==> src/rtl/wb_pipe.sv <==
// Write-back stage: commits ALU/load results to the register file, keeps
// a short history of committed writes for forwarding, counts retirements.
//
// Ports:
//   clk, reset        sole clock, synchronous active-high reset
//   delay, flush      stall (hold everything) / discard in-flight and history
//   ma_*              memory-access stage result bundle
//   wb_valid/dest/data registered register-file write port
//   fwd_addr          forwarding query address
//   fwd_hit/fwd_data  combinational forwarding answer from history
//   retire_count      number of committed register writes (wraps)
module wb_pipe #(
  parameter int DATA_W     = 32,
  parameter int DEST_W     = 5,
  parameter int HIST_DEPTH = 2
) (
  input  logic              clk,
  input  logic              reset,
  input  logic              delay,
  input  logic              flush,
  input  logic              ma_valid,
  input  logic [3:0]        ma_opcode,
  input  logic [1:0]        ma_size,
  input  logic [DEST_W-1:0] ma_dest,
  input  logic [DATA_W-1:0] ma_answer,
  input  logic [DATA_W-1:0] ma_mem_answer,
  output logic              wb_valid,
  output logic [DEST_W-1:0] wb_dest,
  output logic [DATA_W-1:0] wb_data,
  input  logic [DEST_W-1:0] fwd_addr,
  output logic              fwd_hit,
  output logic [DATA_W-1:0] fwd_data,
  output logic [31:0]       retire_count
);

  logic              isWriteOp;
  logic              commitNow;
  logic [DATA_W-1:0] loadData;
  logic [DATA_W-1:0] writeData;

  logic              histValid [HIST_DEPTH];
  logic [DEST_W-1:0] histDest  [HIST_DEPTH];
  logic [DATA_W-1:0] histData  [HIST_DEPTH];

  // Opcodes 1001..1111 are non-writing classes.
  assign isWriteOp = !ma_opcode[3] || (ma_opcode == 4'b1000);

  assign commitNow = !delay && !flush && ma_valid
                   && (ma_dest != '0) && isWriteOp;

  always_comb begin
    loadData = ma_mem_answer;
    unique case (ma_size)
      2'b00: loadData = ma_mem_answer;
      2'b01: loadData = {{(DATA_W-8){ma_mem_answer[7]}},
                         ma_mem_answer[7:0]};
      2'b10: loadData = {{(DATA_W-16){ma_mem_answer[15]}},
                         ma_mem_answer[15:0]};
      2'b11: loadData = {{(DATA_W-8){1'b0}},
                         ma_mem_answer[7:0]};
      default: loadData = ma_mem_answer;
    endcase
  end

  assign writeData = ma_opcode[3] ? loadData : ma_answer;

  always_ff @(posedge clk) begin
    if (reset) begin
      wb_valid     <= 1'b0;
      wb_dest      <= '0;
      wb_data      <= '0;
      retire_count <= '0;
      for (int i = 0; i < HIST_DEPTH; i++) begin
        histValid[i] <= 1'b0;
        histDest[i]  <= '0;
        histData[i]  <= '0;
      end
    end else if (flush) begin
      wb_valid <= 1'b0;
      wb_dest  <= '0;
      wb_data  <= '0;
      for (int i = 0; i < HIST_DEPTH; i++) begin
        histValid[i] <= 1'b0;
      end
    end else if (!delay) begin
      wb_valid <= commitNow;
      wb_dest  <= commitNow ? ma_dest : '0;
      wb_data  <= commitNow ? writeData : '0;
      // History only moves on a commit; idle cycles keep it intact.
      if (commitNow) begin
        for (int i = HIST_DEPTH - 1; i >= 1; i--) begin
          histValid[i] <= histValid[i-1];
          histDest[i]  <= histDest[i-1];
          histData[i]  <= histData[i-1];
        end
        histValid[0] <= 1'b1;
        histDest[0]  <= ma_dest;
        histData[0]  <= writeData;
        retire_count <= retire_count + 32'd1;
      end
    end
  end

  // Scan oldest to newest so the newest match overwrites older ones.
  always_comb begin
    fwd_hit  = 1'b0;
    fwd_data = '0;
    for (int i = HIST_DEPTH - 1; i >= 0; i--) begin
      if (histValid[i] && (histDest[i] == fwd_addr)
          && (fwd_addr != '0)) begin
        fwd_hit  = 1'b1;
        fwd_data = histData[i];
      end
    end
  end

endmodule

==> config.mk <==
export PLATFORM = sky130hd
export DESIGN_NAME = wb_pipe
export DESIGN_NICKNAME = d
export VERILOG_FILES = /design/src/rtl/wb_pipe.sv
export SDC_FILE = /design/constraint.sdc
export NUM_CORES = 1
export LEC_CHECK = 0
export CAP_MARGIN = 30
export CORE_MARGIN = 5
export CORE_UTILIZATION = 50
export DETAILED_ROUTE_END_ITERATION = 6
export PLACE_DENSITY = 0.81
export SLEW_MARGIN = 10
export SYNTH_ARGS = -nofsm -noshare
export SYNTH_HDL_FRONTEND = slang
export SYNTH_SLANG_ARGS = --single-unit
==> constraint.sdc <==
create_clock -name clk -period 4.45 [get_ports clk]
set_input_delay 0.89 -clock clk [delete_from_list [all_inputs] [get_ports clk]]
set_output_delay 0.89 -clock clk [all_outputs]
set_load 0.005 [all_outputs]
==> flow_summary_export.csv <==
group,metric,value,unit
outcome,status,"completed",
clock_tree,root_buffer,"clkbuf_16",
power_and_ir_drop,total_power,3.23,mW
floorplan,core_area,14600,um^2
finish,seqCellArea,3680,um^2
floorplan,num_rows,44,
finish,fin_cells,1061,
floorplan,start_util,51.0,%
setup_path,crit_end,"fwd_data[18]",
floorplan,die_x,132,um
yosys,yosys.area.top_type,"edfxtp_1",
power_and_ir_drop,irDropWorstVdd,0.000242,V
yosys,synth_warnings,0,
placed_design,post-place-cells,1028,
power_and_ir_drop,cellInternalPower,2.53,mW
route,routed_wl,20.7,mm
floorplan,die-area,17400,um^2
route,top_layer,"met4",
setup_path,critPathMaxFanout,22,
min_path,whs_path_depth,2,
yosys,synthCells,708,
yosys,synth_commonest_cells,"edfxtp_1, dfxtp_1, mux2_2",
placed_design,placed_area,9400,um^2
yosys,synth_ff_type,"edfxtp_1",
floorplan,num_io_pins,188,
clock_tree,insertion_delay,430,ps
sta,clock_skew,8.06,ps
setup_path,startpoint,"fwd_addr[0]",
finish,antennaDiodeCount,0,
yosys,synth_area_leaders,"edfxtp_1, dfxtp_1, mux2_2",
sta,setup_tns,0,ps
yosys,synthDistinctLibCells,48,
sta,setup_viol,0,
yosys,synth_most_common_cell,"edfxtp_1",
power_and_ir_drop,power_density,321,nW/um^2
sta,tightest_slew,945,ps
route,avgRoutedWirePerCell,19.5,um
clock_tree,clk_pin_slew,60,ps
finish,num-fill-cells,1079,
setup_path,reg2reg_slack,2020,ps
setup_path,end_kind,"primary output",
setup_path,critPathKind,"in -> out",
clock_tree,htreeDepth,4,
finish,drive_gt1_share,11.7,%
finish,utilization,68.8,%
setup_path,arrival,3240,ps
global_routing,grt_max_degree,81,
finish,stdcell_area,10000,um^2
yosys,async_reset_ff_share,0,%
sta,period_minus_slack,4130,ps
setup_path,slowest_delay,470,ps
setup_path,rr_worst_depth,5,
clock_tree,cts_tree,"built",
clock_tree,cts_resized,0,
global_routing,grt_pass1_wl,33.4,mm
setup_path,timing.rr.end,"retire_count[26]",
route,drc,0,
yosys,synth.avg_cell_area,10.5,um^2
setup_path,path_cells,"clkdlybuf4s50_1 -> nor3_1 -> nand2_1 -> nand4_1 -> buf_4 -> mux2_2 -> clkdlybuf4s50_1",
flow_run,drv_cap,0,
placed_design,dp_hpwl,14.4,mm
power_and_ir_drop,power_switching,696,uW
sta,post-route-period-util,92.8,%
setup_path,crit_top_cell,"clkdlybuf4s50_1",
yosys,synth_area,7440,um^2
power_and_ir_drop,clkPwrFrac,45.8,%
clock_tree,hold_buffers,0,
finish,fin_nets,950,
route,met1Wirelength,8.28,mm
sta,maxSlewHeadroom,36.8,%
route,drtIter0Drc,513,
yosys,seq_area_frac_synth,49.5,%
global_routing,grt.overflow.total,0,
clock_tree,post_cts.repair.setup_buffers,0,
route,drtPass1Iterations,5,
route,routed_via_density,6.00,
global_routing,grt_pass1_vias,6588,
setup_path,crit_slowest_cell,"clkdlybuf4s50_1",
yosys,synth_seq_cells,146,
setup_path,reg2reg_from,"retire_count[0]",
power_and_ir_drop,p_seq_share,45.9,%
sta,hold_viol,0,
finish,syn_to_final_growth,34.8,%
setup_path,cp.required,3560,ps
sta,max_freq,0.242,GHz
route,wl_met2,10.5,mm
sta,slew_violations,0,
route,vias,6368,
sta,rsz0062_at_grt,"no",
power_and_ir_drop,p_comb_share,8.3,%
placed_design,numPortBuffers,187,
yosys,synth-edff-count,76,
setup_path,cp-start-kind,"input pin",
yosys,syn_nets,794,
min_path,hp-class,"reg -> reg",
finish,multiInputGateArea,3480,um^2
route,wl_met3,1.21,mm
power_and_ir_drop,p_leak,3.85,nW
clock_tree,clockBufferDepth,2,
global_routing,grt_usage,23.5,%
clock_tree,clock_sinks,146,
min_path,worst_hold_startpoint,"wb_data[25]",
route,ant_nets,0,
global_routing,antenna_found_initial,0,
floorplan,die_h,132,um
clock_tree,cts_inserted_buffers,17,
placed_design,place.gp.congestion,0.923,
power_and_ir_drop,sw_frac_of_total,21.6,%
yosys,synth_top_cell_area_share,30.7,%
-- cell families (layout without fill, tap and decap cells) --
logic type               after synthesis  in the layout  synth area share [%]
AND/OR/NAND/NOR                      270            270                  20.7
flip-flops                           146            146                  49.5
AO/OA/AOI/OAI                        140            140                  14.0
multiplexers                          71             71                  10.3
buffers and inverters                 70            239                  4.17
XOR/XNOR                              10             10                  1.18
adder cells (fa/ha/maj)                1              1                 0.168
-- worst min-delay path by stage --
stage / endpoint / slack [ps]
finish: wb_data[25] / 470
global route: wb_data[11] / 480
CTS: wb_data[11] / 470
detailed placement: wb_data[28] / 460
global placement: wb_data[20] / 450
floorplan: wb_data[10] / 460
-- metal layers --
| metal | GRT usage [%] | vias to the layer above |
|---|---|---|
| met4 | 11.4 | 0 |
| met3 | 5.19 | 51 |
| li1 | - | 2980 |
| met1 | 28.3 | 3086 |
| met5 | 0 | - |
| met2 | 39.7 | 251 |
-- power by group through the flow --
stage               Combinational (mW)  Clock (mW)  Sequential [mW]
floorplan                        0.126           0             1.50
global placement                 0.258           0             1.50
detailed placement               0.266           0             1.51
CTS                              0.268        1.50             1.48
global route                     0.288        1.56             1.48
finish                           0.268        1.48             1.48
-- cell usage in the layout, fill, tap and decap left out, types with 13 or more instances in the layout --
master / count
nor4_1: 13
o31ai_1: 22
and3_1: 37
nand3_1: 19
nand2_1: 45
nor2_1: 29
o211a_1: 24
clkdlybuf4s50_1: 186
a21oi_1: 42
mux2i_1: 24
mux2_2: 46
buf_4: 16
o2111ai_1: 24
dfxtp_1: 70
clkbuf_16: 17
nor2b_1: 23
o211ai_1: 16
or4_1: 14
edfxtp_1: 76
and2_1: 45
-- worst max-delay path: cells and delay by family --
kind	cells	cell delay [ps]
buffers and inverters	3	1250
AND/OR/NAND/NOR	3	690
multiplexers	1	380
-- area by class of cell --
class                           instances  area share [%]
Tap cell                              184            2.29
Sequential cell                       146            36.7
Inverter                                2          0.0748
Multi-Input combinational cell        492            34.6
Timing Repair Buffer                  205            20.2
Clock buffer                           20            4.45
Clock inverter                         12            1.65
-- flip-flops by register name, indices dropped and copies added, names as in the netlist --
| signal | count |
|---|---|
| wb_valid | 1 |
| wb_data | 32 |
| histData | 64 |
| histValid | 2 |
| wb_dest | 5 |
| histDest | 10 |
| retire_count | 32 |
-- per-stage QoR --
step / hold slack [ps] / setup WS (ps)
after floorplan: 462 / 541
after global placement: 453 / 378
after detailed placement: 462 / 315
after CTS: 471 / 302
after global routing: 483 / 203
final: 468 / 321
Note: power is estimated with default switching activity, not from simulation.
